File: config.mk
export PLATFORM = sky130hd
export DESIGN_NAME = inst_fetch_buffer
export DESIGN_NICKNAME = d
export VERILOG_FILES = /design/src/rtl/inst_fetch_buffer.sv
export SDC_FILE = /design/constraint.sdc
export NUM_CORES = 1
export LEC_CHECK = 0
export CAP_MARGIN = 0
export CORE_MARGIN = 8
export CORE_UTILIZATION = 40
export DETAILED_ROUTE_END_ITERATION = 8
export PLACE_DENSITY = 0.66
export SYNTH_ARGS = -nofsm -noshare
export SYNTH_HDL_FRONTEND = slang
export SYNTH_SLANG_ARGS = --single-unit
File: constraint.sdc
create_clock -name clock -period 8.66 [get_ports clock]
set_clock_uncertainty 0.1 [all_clocks]
set_input_delay 1.299 -clock clock [delete_from_list [all_inputs] [get_ports clock]]
set_output_delay 1.299 -clock clock [all_outputs]
set_load 0.01 [all_outputs]
File: src/rtl/inst_fetch_buffer.sv
// Instruction fetch buffer: issues PC-stage addresses to instruction memory, pairs in-order
// responses with their PCs in a DEPTH-entry ring and hands {pc, instruction} to decode.
module inst_fetch_buffer #(
  parameter int DEPTH  = 4,
  parameter int ADDR_W = 32,
  parameter int DATA_W = 32
) (
  input  logic              clock,
  input  logic              reset,
  input  logic [ADDR_W-1:0] inst_address,
  input  logic              addr_valid,
  output logic              addr_ready,
  output logic              imem_req_valid,
  output logic [ADDR_W-1:0] imem_req_addr,
  input  logic              imem_req_ready,
  input  logic              imem_resp_valid,
  input  logic [DATA_W-1:0] imem_resp_data,
  input  logic              flush,
  output logic              inst_valid,
  output logic [DATA_W-1:0] inst_code,
  output logic [ADDR_W-1:0] inst_pc,
  input  logic              inst_ready
);

  localparam int IW = $clog2(DEPTH);
  localparam int PW = IW + 1;
  localparam logic [PW-1:0]     DEPTH_P = PW'(DEPTH);
  localparam logic [PW-1:0]     PTR_ONE = PW'(1);
  localparam logic [DATA_W-1:0] NOP     = DATA_W'(32'h0000_0013);

  logic [ADDR_W-1:0] pc_mem   [DEPTH];
  logic [DATA_W-1:0] data_mem [DEPTH];
  logic [DEPTH-1:0]  filled;

  logic [PW-1:0] wr_ptr, fill_ptr, rd_ptr;
  logic [PW-1:0] inflight, discard;
  logic [PW-1:0] occupancy;
  logic [IW-1:0] wr_idx, fill_idx, rd_idx;

  logic can_alloc, issue, resp_ok, resp_drop, resp_fill, pop;

  assign wr_idx    = wr_ptr[IW-1:0];
  assign fill_idx  = fill_ptr[IW-1:0];
  assign rd_idx    = rd_ptr[IW-1:0];
  assign occupancy = wr_ptr - rd_ptr;

  // Space is judged on registered pointers only, so a same-cycle pop never frees a slot.
  assign can_alloc = !flush && (occupancy < DEPTH_P);
  assign issue     = addr_valid && can_alloc && imem_req_ready;

  // Responses with nothing outstanding are protocol violations and are ignored outright.
  assign resp_ok   = imem_resp_valid && (inflight != '0);
  assign resp_drop = resp_ok && (flush || (discard != '0));
  assign resp_fill = resp_ok && !resp_drop;

  assign inst_valid = (rd_ptr != wr_ptr) && filled[rd_idx];
  assign pop        = inst_valid && inst_ready && !flush;

  // Handshake outputs are forced idle while reset is asserted.
  assign imem_req_valid = addr_valid && can_alloc && !reset;
  assign addr_ready     = can_alloc && imem_req_ready && !reset;
  assign imem_req_addr  = inst_address;

  assign inst_code = inst_valid ? data_mem[rd_idx] : NOP;
  assign inst_pc   = inst_valid ? pc_mem[rd_idx]   : '0;

  always_ff @(posedge clock or posedge reset) begin
    if (reset) begin
      wr_ptr   <= '0;
      fill_ptr <= '0;
      rd_ptr   <= '0;
      inflight <= '0;
      discard  <= '0;
      filled   <= '0;
    end else begin
      inflight <= inflight + PW'(issue) - PW'(resp_ok);
      if (flush) begin
        // Everything buffered is dropped; responses still owed are swallowed later.
        rd_ptr   <= wr_ptr;
        fill_ptr <= wr_ptr;
        filled   <= '0;
        discard  <= inflight - PW'(resp_ok);
      end else begin
        if (issue) begin
          wr_ptr         <= wr_ptr + PTR_ONE;
          filled[wr_idx] <= 1'b0;
        end
        if (resp_fill) begin
          fill_ptr         <= fill_ptr + PTR_ONE;
          filled[fill_idx] <= 1'b1;
        end
        if (pop) begin
          rd_ptr         <= rd_ptr + PTR_ONE;
          filled[rd_idx] <= 1'b0;
        end
        if (resp_drop) begin
          discard <= discard - PTR_ONE;
        end
      end
    end
  end

  always_ff @(posedge clock) begin
    if (issue) begin
      pc_mem[wr_idx] <= inst_address;
    end
    if (resp_fill) begin
      data_mem[fill_idx] <= imem_resp_data;
    end
  end

endmodule
-- Word level (Yosys, flattened, before mapping)
Memory sizes are Yosys's and may differ from the RTL's.
Cells that the tools add are included.
W data, S select, Z words.
- flip-flop bits (word level): 19
- bits in writable memories: 256
- output and inout bits: 99
- word-level logic and storage cells: 81
- memories: 2
- $add $sub $neg: 8
- order comparisons: 7
- equality and inequality tests: 1
- mux-type cells: 26
- bitwise gates (word level): 6
- reduce and logical (&&, ||, !) cells: 25
- memories (name ; depth ; width ; read ports ; clocked after Yosys merged registers in ; wr ports ; RTL line ; RTL):
    data_mem ; 4 ; 32 ; 1 ; 0 ; 1 ; 32 ; logic [DATA_W-1:0] data_mem [DEPTH];
    pc_mem ; 4 ; 32 ; 1 ; 0 ; 1 ; 31 ; logic [ADDR_W-1:0] pc_mem [DEPTH];
- operators with widths (cell ; count):
    $mux W32 ; 2
    $mux W4 ; 6
    $mux W3 ; 6
    $logic_and A1 B1 Y1 ; 15
    $add A3 B1 Y3 const B ; 3
    $lt A2 B3 Y1 const B ; 3
    $and A4 B4 Y4 ; 2
    $mux W1 ; 8
    $not A4 Y4 ; 2
    $demux W1 S2 ; 3
    $ge A2 B1 Y1 const B ; 3
    $reduce_bool A2 Y1 ; 3
    $reduce_bool A3 Y1 ; 2
    $sub A3 B1 Y3 ; 2
    $or A4 B4 Y4 ; 1
    $add A3 B1 Y3 ; 1
    $logic_not A1 Y1 ; 3
    $lt A3 B3 Y1 const B ; 1
    $ne A3 B3 Y1 ; 1
    $sub A3 B1 Y3 const B ; 1
    $sub A3 B3 Y3 ; 1
    $bmux W1 S2 ; 1
    $reduce_and A2 Y1 ; 1
    $logic_or A1 B1 Y1 ; 1
    $not A1 Y1 ; 1

-- Longest topological paths before layout
Gate-level depths: netlist of run 1.
- depth in word-level cells: 14
- mapped depth: 15
- gate-level depth less buffers: 12

-- Least setup slack after synthesis of run 1
OpenSTA, ideal clock, no wires.
- path kind: register to output
- start point: register rd_ptr[1]
- end point: output addr_ready
- arrival time: 2.373 ns
- required time: 7.261 ns
- path slack: 4.888 ns
- cell stages (with the launch flop): 9
- path buffers: 2
- path through: dfrtp_1 > buf_2 > buf_1 > inv_1 > ha_1 > nor2b_1 > or3_4 > a21o_2 > nor3b_1
- cells in the longest elaborated chain, start to end: 5
- RTL lines (element ; RTL line ; RTL):
    from (decl) ; 35 ; logic [PW-1:0] wr_ptr, fill_ptr, rd_ptr;
    from (signal assigned) ; 79 ; rd_ptr <= wr_ptr;
    from (signal assigned) ; 93 ; rd_ptr <= rd_ptr + PTR_ONE;
    $sub A3 B3 Y3 ; 45 ; assign occupancy = wr_ptr - rd_ptr;
    $lt A3 B3 Y1 ; 48 ; assign can_alloc = !flush && (occupancy < DEPTH_P);
    $logic_and A1 B1 Y1 ; 48 ;
    $logic_and A1 B1 Y1 (2 in series) ; 61 ; assign addr_ready = can_alloc && imem_req_ready && !reset;
    to (decl) ; 12 ; output logic addr_ready,
No other way between the ends.

-- Worst setup path in the final report of run 1
- start point: register rd_ptr[0]
- end point: output inst_code[28]
- cells in the longest elaborated chain, start to end: 4
- elaborated cells on any way between the ends: 6
- those cells by class: eq/ne: 1; mux: 3; reduce/logical: 1; memory: 1
- RTL lines (element ; RTL line ; RTL):
    $bmux W1 S2 ; 56 ; assign inst_valid = (rd_ptr != wr_ptr) && filled[rd_idx];
    $mux W1 (not written as such) ; 56 ;
    $logic_and A1 B1 Y1 ; 56 ;
    $mux W32 * ; 64 ; assign inst_code = inst_valid ? data_mem[rd_idx] : NOP;
    to (decl) ; 20 ; output logic [DATA_W-1:0] inst_code,
Mark *: on every way between the ends. The rest lies on a longest branch, timed or not. The select of a mux whose other input is x is not followed.

==> reports/results.tsv, run 1 <==
stage	metric	value	unit
critical_path	crit path cell chain	buf_4, mux4_2, o21a_2, and2_1, clkdlybuf4s50_1	
pwr	clock share of power	0.371	
detailed_routing	final wirelength	22300	um
detailed_routing	DRC	0	
synthesis	Ys Warns	0	
clock_network	CTS sink cnt	274	
timing	Max Fclk	0.176	GHz
synthesis	synth cell count leaders	edfxtp_1, and2_1, mux4_2, buf_4, ha_1	
clock_network	Resized Gates After CTS	0	
synthesis	count leader, synth	edfxtp_1	
floorplanning	Core Footprint	27600	sq um
timing	Fin Setup TNS	0	ns
critical_path	Startpoint Class	register	
floorplanning	I/O pins	170	
synthesis	Synth area leader	edfxtp_1	
floorplanning	die area	33500	sq um
pwr	Comb power frac	0.170	
clock_network	worst skew pair latency	0.55	ns
layout	ant diodes	0	
grt	vias in the first global route	6189	
placement	placed cell count	1056	
placement	Final Wtd Congestion	0.699	
floorplanning	Site Rows	61	
timing	Slew headroom	0.224	
layout	P&R area growth vs syn	26.0	%
min_path	Hold Crit Depth	1	
detailed_routing	drt first-iter violations	329	
pwr	Reg power frac	0.458	
clock_network	Clock Path Buffers	3	
detailed_routing	mean routed wirelength per cell	20.1	um
timing	Hold Vio Cnt, Final	0	
pwr	Leak	4.72	nW
synthesis	top cells by area, synth	edfxtp_1, mux4_2, dfrtp_1	
pwr	Sw Ratio	0.244	
grt	Remaining Overflow, GRT	0	
placement	DP Wirelength	13700	um
layout	fillers	2262	
detailed_routing	Via Count	5506	
floorplanning	DIE HEIGHT	183	um
critical_path	Crit path largest cell delay	0.92	ns
floorplanning	Die X	183	um
clock_network	H-tree levels	1	
synthesis	#FFs+latches synth	274	
critical_path	Crit. End Element	primary output	
synthesis	share of the synthesized area in the top cell type	0.689	
timing	RSZ-0062 raised after global routing	false	
grt	global-route wire length before repair	34700	um
clock_network	CTS Buf Count	30	
clock_network	hold buffer count at cts	0	
pwr	internal power	2.73	mW
synthesis	Post-Syn Nets	657	
clock_network	setup bufs post-CTS	0	
timing	crit path time final	5.69	ns
grt	antenna violations before repair	0	
detailed_routing	Routed Antenna Nets	0	
floorplanning	initial core utilization	0.404	
placement	IO Port Bufs	169	
critical_path	reg2reg path depth	12	
synthesis	Cells after Synth	565	
synthesis	FFs w/ async S/R, synth	0.0657	
placement	post-placement cell area	13000	sq um
detailed_routing	Via density	4.95	
pwr	worst IR drop on VDD	0.000154	V
flow_run	Max Cap Violations	0	
timing	final worst-path cycle share	0.657	
grt	pin count of the biggest net entering global routing	69	
synthesis	Post-synth EDFFs	256	
timing	Worst Tran Pin Value	1.16	ns
layout	final-stage net count	802	
clock_network	Reg clk slew, reported paths	0.06	ns
critical_path	crit path max fanout	65	
critical_path	Worst EP required	7.26	ns
layout	fin cells	1112	
critical_path	Crit-path slowest cell	o21a_2	
layout	layout cells sized above 1	0.174	
clock_network	Root Driver	clkbuf_16	
synthesis	Post-synth top flop	edfxtp_1	
synthesis	library cells used by synthesis	36	
pwr	Tot Pwr	3.61	mW
synthesis	synthesized cell area	11200	sq um
detailed_routing	TritonRoute pass-1 iters	5	
pwr	power per cell area	257	nW/um^2
synthesis	register area share after synthesis	0.730	
timing	Final Setup Violations	0	
timing	Max Slew Vio Count	0	
min_path	Hold Path Class	register to register	
clock_network	CTS tree	done	
run_status	status	finished, final reports clean	
pwr	sw power	882	uW
critical_path	Worst EP arrival	4.29	ns
synthesis	Mapped Avg Cell Area	19.7	sq um
layout	fin area	14100	sq um
critical_path	worst setup path class	register to primary output	
grt	Tot GR Track Use	0.132	
-- metal layers --
metal | wire length, um | track usage | up-vias | part of all wire
met5 | 0 | 0 | - | 0
met2 | 11100 | 0.227 | 170 | 0.50
li1 | - | - | 2472 | -
met3 | 1430 | 0.0332 | 27 | 0.064
met4 | 445 | 0.0394 | 0 | 0.020
met1 | 9360 | 0.164 | 2837 | 0.42
-- layout make-up --
| cell class | count | area (sq um) | area share |
|---|---|---|---|
| inverter | 16 | 60.1 | 0.00427 |
| tap | 378 | 473 | 0.0337 |
| multi-input combinational | 218 | 2610 | 0.186 |
| sequential | 274 | 8150 | 0.580 |
| timing repair buffer | 170 | 1700 | 0.121 |
| clock buffer | 32 | 758 | 0.0540 |
| clock inverter | 24 | 308 | 0.0219 |
-- power groups by stage --
stage                     clock, mW  sequential (mW)  combinational, mW
after floorplan                   0             1.58              0.523
final                          1.34             1.65              0.615
after CTS                      1.37             1.66              0.633
after detailed placement          0             1.69              0.628
after global placement            0             1.68              0.611
after global routing           1.42             1.67              0.683
-- sequential cells by signal, indices dropped and copies added, names as in the netlist --
| signal | flops |
|---|---|
| data_mem | 128 |
| discard | 3 |
| fill_ptr | 2 |
| filled | 4 |
| inflight | 3 |
| pc_mem | 128 |
| rd_ptr | 3 |
| wr_ptr | 3 |
-- through the flow --
stage | hold slack (ns) | setup WS [ns] | util
floorplan | 0.403 | 4.89 | -
global placement | 0.418 | 3.44 | 0.470
detailed placement | 0.444 | 3.34 | 0.470
CTS | 0.457 | 2.74 | 0.509
global route | 0.476 | 2.60 | 0.509
finish | 0.445 | 2.97 | 0.509
-- kinds of logic after synthesis --
| group | share of synthesized area |
|---|---|
| AO/OA/AOI/OAI | 0.0194 |
| XOR/XNOR | 0.00864 |
| adder cells (fa/ha/maj) | 0.0242 |
| buffers and inverters | 0.0368 |
| flip-flops | 0.730 |
| multiplexers | 0.132 |
| AND/OR/NAND/NOR | 0.0489 |
-- critical path, delay by kind of cell, from the launching register on --
kind	cells	cell delay, ns
buffers and inverters	2	1.27
AO/OA/AOI/OAI	1	0.92
AND/OR/NAND/NOR	1	0.27
flip-flops	1	0.86
multiplexers	1	0.36
-- worst paths after layout --
kind | start | end | slack, ns
setup / recovery | rd_ptr[0] | inst_code[28] | 2.97
min in group asynchronous | reset | inflight[2] | 1.13
hold / removal | inflight[0] | inflight[0] | 0.45
hold reg to reg | inflight[0] | inflight[0] | 0.45
max in group asynchronous | reset | rd_ptr[1] | 6.78
setup reg to reg | rd_ptr[1] | inflight[2] | 4.24
-- cell usage in the layout, fill, tap and decap left out, types with 11 or more instances in the layout --
cell,n
clkbuf_16,30
inv_1,16
and2_1,61
a21oi_1,11
dfrtp_1,16
edfxtp_1,256
mux4_2,65
clkdlybuf4s50_1,169
ha_1,20
No activity file was read; power rests on OpenSTA's default activity.
==> inputs of run 2 (changes only) <==
--- a/config.mk
+++ b/config.mk
@@ -9,7 +9,7 @@
 export CORE_MARGIN = 8
 export CORE_UTILIZATION = 40
 export DETAILED_ROUTE_END_ITERATION = 8
-export PLACE_DENSITY = 0.66
+export PLACE_DENSITY = 0.68
 export SYNTH_ARGS = -nofsm -noshare
 export SYNTH_HDL_FRONTEND = slang
 export SYNTH_SLANG_ARGS = --single-unit
==> constraint.sdc (replaced) <==
create_clock -name clock -period 5.1 [get_ports clock]
set_clock_uncertainty 0.1 [all_clocks]
set_input_delay 0.765 -clock clock [delete_from_list [all_inputs] [get_ports clock]]
set_output_delay 0.765 -clock clock [all_outputs]
set_load 0.01 [all_outputs]
==> run 2 against run 1 <==
Sequential power rose by 67%. Sequential share of layout area rose by 0.74 points. Setup slack got worse by 2.3 ns. Routed wire length rose by 0.24%. First-iteration DRC count rose by 2.1%. Die area did not move. Clock power rose by 43%.
==> reports/results.tsv, run 2 (synthesized netlist as in run 1, its figures left out) <==
stage	metric	value	unit	change
clock_network	setup bufs post-CTS	0		unchanged
floorplanning	Die X	183	um	unchanged
clock_network	hold buffer count at cts	0		unchanged
floorplanning	Site Rows	61		unchanged
placement	DP Wirelength	13900	um	was 13,700 um
detailed_routing	Via Count	5528		was 5,506
grt	global-route wire length before repair	34700	um	about the same
detailed_routing	Routed Antenna Nets	0		unchanged
clock_network	Clock Path Buffers	3		unchanged
layout	final-stage net count	803		was 802
layout	area of the multi-input gates	2610	sq um	unchanged
layout	layout cells sized above 1	0.167		was 0.174
critical_path	Crit-path slowest cell	dfrtp_4		was o21a_2
pwr	clock share of power	0.332		was 0.371
layout	Storage cell area	8150	sq um	unchanged
grt	pin count of the biggest net entering global routing	43		was 69
placement	Final Wtd Congestion	0.739		was 0.699
critical_path	crit path cell chain	inv_1, ha_1, nand2_1, o21a_2, buf_4, and2_1, clkdlybuf4s50_1		was buf_4, mux4_2, o21a_2, and2_1, clkdlybuf4s50_1
run_status	status	finished, final reports clean		unchanged
grt	vias in the first global route	6171		was 6,189
pwr	sw power	1.45	mW	was 882 uW
placement	post-placement cell area	13000	sq um	about the same
min_path	Hold Path Class	register to register		unchanged
layout	fin util	0.502		was 0.509
clock_network	Resized Gates After CTS	0		unchanged
timing	crit path time final	4.44	ns	
detailed_routing	final wirelength	22400	um	was 22,300 um
layout	ant diodes	0		unchanged
layout	most frequent cells in the layout	edfxtp_1, clkdlybuf4s50_1, mux4_2		unchanged
detailed_routing	M1 WL	9480	um	was 9360 um
timing	RSZ-0062 raised after global routing	false		unchanged
timing	final worst-path cycle share	0.871		
layout	top flop regs	data_mem: 128 flops, pc_mem: 128 flops, filled: 4 flops		unchanged
pwr	worst IR drop on VDD	0.000245	V	was 0.000154 V
critical_path	Buf/Inv on CP	3		was 2
detailed_routing	mean routed wirelength per cell	20.2	um	was 20.1 um
grt	Tot GR Track Use	0.132		about the same
timing	Slew headroom	0.368		was 0.224
layout	fin area	13900	sq um	was 14,100 sq um
critical_path	worst setup path class	register to primary output		unchanged
layout	fillers	2274		was 2,262
pwr	Comb power frac	0.191		was 0.170
clock_network	Root Driver	clkbuf_16		unchanged
clock_network	H-tree levels	1		unchanged
floorplanning	initial core utilization	0.404		unchanged
detailed_routing	DRC	0		unchanged
pwr	Sw Ratio	0.252		was 0.244
critical_path	Startpoint Class	register		unchanged
critical_path	Crit. End Element	primary output		unchanged
layout	most common cell after layout, fill and taps aside	edfxtp_1		unchanged
detailed_routing	Top Metal Used	met5		was met4
grt	Remaining Overflow, GRT	0		unchanged
detailed_routing	WL met2	11000	um	was 11,100 um
critical_path	delay-heaviest family, CP	buffers and inverters		unchanged
pwr	Reg power frac	0.477		was 0.458
clock_network	CTS Buf Count	28		was 30
critical_path	Worst EP required	4.24	ns	was 7.26 ns
flow_run	Max Cap Violations	0		unchanged
timing	Final Setup Violations	0		unchanged
floorplanning	Core Footprint	27600	sq um	unchanged
critical_path	Crit path largest cell delay	0.77	ns	was 0.92 ns
clock_network	CTS sink cnt	274		unchanged
grt	antenna violations before repair	1		was 0
timing	Hold Vio Cnt, Final	0		unchanged
floorplanning	I/O pins	170		unchanged
clock_network	worst skew pair latency	0.53	ns	was 0.55 ns
detailed_routing	drt first-iter violations	336		was 329
timing	Max Fclk	0.225	GHz	
clock_network	Reg clk slew, reported paths	0.06	ns	about the same
detailed_routing	wire length on met3	1530	um	was 1430 um
layout	P&R area growth vs syn	24.4	%	was 26.0%
placement	IO Port Bufs	169		unchanged
critical_path	crit path max fanout	41		was 65
pwr	internal power	4.32	mW	was 2.73 mW
floorplanning	die area	33500	sq um	unchanged
timing	Hold WS	0.439	ns	was 0.445 ns
floorplanning	DIE HEIGHT	183	um	unchanged
pwr	power per cell area	416	nW/um^2	was 257 nW/um^2
timing	Worst Tran Pin Value	0.947	ns	was 1.16 ns
pwr	Leak	4.63	nW	was 4.72 nW
timing	Max Slew Vio Count	0		unchanged
detailed_routing	TritonRoute pass-1 iters	4		was 5
critical_path	Worst EP arrival	3.58	ns	was 4.29 ns
timing	Fin Setup TNS	0	ns	unchanged
detailed_routing	Via density	4.98		was 4.95
clock_network	CTS tree	done		unchanged
==> run 2: power groups by stage <==
stage | clock, mW | sequential, mW | combinational [mW]
5_1_grt | 2.04 | 2.78 | 1.22
3_5_place_dp | 0 | 2.81 | 1.12
2_1_floorplan | 0 | 2.69 | 0.889
4_1_cts | 1.97 | 2.76 | 1.13
6_report | 1.92 | 2.75 | 1.10
3_3_place_gp | 0 | 2.80 | 1.08
==> run 2: layout make-up <==
class / instances / share of cell area
multi-input cells: 218 / 0.188
flip-flops and latches: 274 / 0.587
well taps: 378 / 0.0341
clock inverters: 13 / 0.00947
repair buffers: 173 / 0.124
clock buffers: 37 / 0.0529
inverters: 16 / 0.00433
==> run 2: worst register-to-register path, cell delays in order (launching register included) <==
cell      delay [ns]
dfrtp_4         0.77
inv_1           0.19
ha_1            0.32
nor2b_1         0.14
or3_4           0.33
a211oi_2        0.66
inv_1           0.11
ha_1            0.30
inv_1           0.04
ha_1            0.18
fa_1            0.38
xnor2_1         0.19
xnor2_1         0.13
==> run 2: per-stage QoR <==
| stage | power, mW | std cells | setup WS (ns) |
|---|---|---|---|
| finish | 5.77 | 1109 | 0.656 |
| global route | 6.04 | 1109 | 0.346 |
| CTS | 5.85 | 1109 | 0.548 |
| detailed placement | 3.92 | 1059 | 1.13 |
| global placement | 3.88 | 1059 | 1.16 |
| floorplan | 3.58 | 565 | 1.48 |
==> run 2: final timing paths <==
path / end / from / slack, ns / depth (start not counted)
max in group asynchronous: rd_ptr[0] / reset / 3.79 / 2
min reg2reg: inflight[0] / inflight[0] / 0.44 / 1
max reg2reg: inflight[2] / rd_ptr[1] / 1.19 / 12
max: inst_pc[29] / rd_ptr[1] / 0.66 / 7
min: inflight[0] / inflight[0] / 0.44 / 1
min in group asynchronous: inflight[0] / reset / 0.60 / 2
==> run 2: per-layer routing <==
layer	track usage	up-vias
li1	-	2472
met2	0.223	171
met1	0.169	2853
met4	0.0303	2
met3	0.0350	30
met5	0	-
==> inputs of run 3 (changes only) <==
--- a/config.mk
+++ b/config.mk
@@ -5,11 +5,11 @@
 export SDC_FILE = /design/constraint.sdc
 export NUM_CORES = 1
 export LEC_CHECK = 0
-export CAP_MARGIN = 0
+export CAP_MARGIN = 5
 export CORE_MARGIN = 8
 export CORE_UTILIZATION = 40
 export DETAILED_ROUTE_END_ITERATION = 8
-export PLACE_DENSITY = 0.68
+export PLACE_DENSITY = 0.66
 export SYNTH_ARGS = -nofsm -noshare
 export SYNTH_HDL_FRONTEND = slang
 export SYNTH_SLANG_ARGS = --single-unit
==> constraint.sdc (replaced) <==
create_clock -name clock -period 4.19 [get_ports clock]
set_clock_uncertainty 0.1 [all_clocks]
set_input_delay 0.6285 -clock clock [delete_from_list [all_inputs] [get_ports clock]]
set_output_delay 0.6285 -clock clock [all_outputs]
set_load 0.01 [all_outputs]
==> run 3 against run 2 <==
Combinational power increased by 29%. Global-route usage up 0.28 points. Non-clock buffer count grew 11. Cell area rose by 2.2%. Setup slack got worse by 0.16 ns. Flip-flop and latch count did not move. Power grew 29%. Critical path depth down 1. Largest cell class unchanged.
==> reports/results.tsv, run 3 (synthesized netlist as in run 1, its figures left out) <==
stage	metric	value	unit	change
clock_network	CTS tree	done		unchanged
timing	Hold Vio Cnt, Final	0		unchanged
critical_path	Worst R2R End	inflight[2]		unchanged
pwr	Leak	4.79	nW	was 4.63 nW
floorplanning	Core Footprint	27600	sq um	unchanged
critical_path	Startpoint Class	register		unchanged
detailed_routing	DRC	0		unchanged
floorplanning	I/O pins	170		unchanged
critical_path	Crit. End Element	primary output		unchanged
min_path	Hold Crit Depth	1		unchanged
clock_network	setup bufs post-CTS	0		unchanged
detailed_routing	Via Count	5582		was 5,528
critical_path	Worst EP required	3.46	ns	was 4.24 ns
grt	Remaining Overflow, GRT	0		unchanged
layout	ant diodes	0		unchanged
clock_network	hold buffer count at cts	0		unchanged
timing	Worst Tran Pin Value	0.999	ns	was 0.947 ns
layout	most common cell after layout, fill and taps aside	edfxtp_1		unchanged
pwr	worst IR drop on VDD	0.000295	V	was 0.000245 V
floorplanning	initial core utilization	0.404		unchanged
min_path	worst hold start	wr_ptr[2]		was inflight[0]
critical_path	Crit-path slowest cell	dfrtp_4		unchanged
grt	vias in the first global route	6152		was 6,171
detailed_routing	Via density	4.98		about the same
grt	antenna violations before repair	0		was 1
floorplanning	Die X	183	um	unchanged
detailed_routing	wire length on met3	1670	um	was 1530 um
layout	most frequent cells in the layout	edfxtp_1, clkdlybuf4s50_1, mux4_2		unchanged
pwr	power per cell area	526	nW/um^2	was 416 nW/um^2
critical_path	crit path max fanout	31		was 41
timing	Slew headroom	0.334		was 0.368
critical_path	flop2flop setup slack	0.97	ns	was 1.19 ns
detailed_routing	WL met2	11100	um	was 11,000 um
detailed_routing	TritonRoute pass-1 iters	4		unchanged
timing	Max Slew Vio Count	0		unchanged
clock_network	Reg clk slew, reported paths	0.06	ns	about the same
min_path	sink of the worst hold path	wr_ptr[2]		was inflight[0]
detailed_routing	M1 WL	9770	um	was 9480 um
clock_network	CTS sink cnt	274		unchanged
timing	crit path time final	3.69	ns	
placement	DP Wirelength	14200	um	was 13,900 um
timing	Final Setup Violations	0		unchanged
layout	top flop regs	data_mem: 128 flops, pc_mem: 128 flops, filled: 4 flops		unchanged
critical_path	worst setup path class	register to primary output		unchanged
flow_run	Max Cap Violations	0		unchanged
critical_path	Worst EP arrival	2.96	ns	was 3.58 ns
placement	Final Wtd Congestion	0.743		was 0.739
run_status	status	finished, final reports clean		unchanged
grt	Tot GR Track Use	0.135		was 0.132
clock_network	Root Driver	clkbuf_16		unchanged
clock_network	H-tree levels	1		unchanged
detailed_routing	final wirelength	22900	um	was 22,400 um
detailed_routing	Top Metal Used	met4		was met5
critical_path	Crit path largest cell delay	0.73	ns	was 0.77 ns
critical_path	crit path cell chain	ha_1, nand2_1, o21a_2, buf_4, and2_1, clkdlybuf4s50_1		was inv_1, ha_1, nand2_1, o21a_2, buf_4, and2_1, clkdlybuf4s50_1
floorplanning	Site Rows	61		unchanged
grt	pin count of the biggest net entering global routing	67		was 43
clock_network	Clock Path Buffers	3		unchanged
timing	Fin Setup TNS	0	ns	unchanged
timing	RSZ-0062 raised after global routing	false		unchanged
layout	P&R area growth vs syn	27.2	%	was 24.4%
min_path	Hold Path Class	register to register		unchanged
timing	final worst-path cycle share	0.881		
layout	final-stage net count	815		was 803
layout	fillers	2271		was 2,274
layout	fin cells	1122		was 1,109
clock_network	CTS Buf Count	29		was 28
layout	layout cells sized above 1	0.190		was 0.167
floorplanning	DIE HEIGHT	183	um	unchanged
placement	IO Port Bufs	169		unchanged
clock_network	Resized Gates After CTS	0		unchanged
detailed_routing	mean routed wirelength per cell	20.4	um	was 20.2 um
placement	placed cell count	1070		was 1,059
critical_path	reg2reg path depth	12		unchanged
detailed_routing	drt first-iter violations	314		was 336
grt	global-route wire length before repair	35300	um	was 34,700 um
clock_network	worst skew pair latency	0.53	ns	about the same
critical_path	worst reg2reg path startpoint	rd_ptr[0]		was rd_ptr[1]
detailed_routing	Routed Antenna Nets	0		unchanged
timing	Max Fclk	0.271	GHz	
floorplanning	die area	33500	sq um	unchanged
==> run 3: routing by layer <==
metal / GRT usage / up-vias
met5: 0 / -
met4: 0.0316 / 0
met3: 0.0328 / 29
li1: - / 2478
met1: 0.174 / 2890
met2: 0.228 / 185
==> run 3: where the power goes <==
part	internal [mW]	leakage [nW]	switching (mW)
registers	3.16	2.52	0.129
logic	0.765	1.76	0.656
clock network	1.75	0.505	0.997
==> run 3: cell type report <==
class	count	area, sq um	area share
clock buffers	31	733	0.0517
clock inverters	21	308	0.0217
inverters	16	60.1	0.00423
multi-input cells	218	2610	0.184
flip-flops and latches	274	8150	0.574
well taps	378	473	0.0333
repair buffers	184	1850	0.131
==> run 3: critical path, delay by kind of cell, from the launching register on <==
family / cells / cell delay, ns
and+or+nand+nor: 2 / 0.32
AOI/OAI and AO/OA: 1 / 0.14
DFF: 1 / 0.73
buffers and inverters: 2 / 0.90
adders and majority gates: 1 / 0.32
==> run 3: worst max-delay path by stage <==
stage	slack [ns]	startpoint	depth (start not counted)	end
2_1_floorplan	0.57	rd_ptr[1]	15	inflight[2]
3_3_place_gp	0.98	rd_ptr[0]	6	addr_ready
3_5_place_dp	0.96	rd_ptr[0]	12	inflight[2]
4_1_cts	0.41	rd_ptr[0]	6	imem_req_valid
5_1_grt	0.32	rd_ptr[0]	6	inst_pc[22]
6_report	0.50	rd_ptr[0]	6	inst_pc[22]
==> run 3: stage by stage <==
stage	power (mW)	setup WS (ns)	instance area (sq um)	utilization	hold slack (ns)
final	7.46	0.498	14200	0.513	0.450
after global routing	7.79	0.319	14200	0.513	0.470
after CTS	7.56	0.410	14200	0.513	0.456
after detailed placement	4.80	0.962	13100	0.476	0.444
after global placement	4.75	0.983	13100	0.476	0.422
after floorplan	4.36	0.567	11200	-	0.403
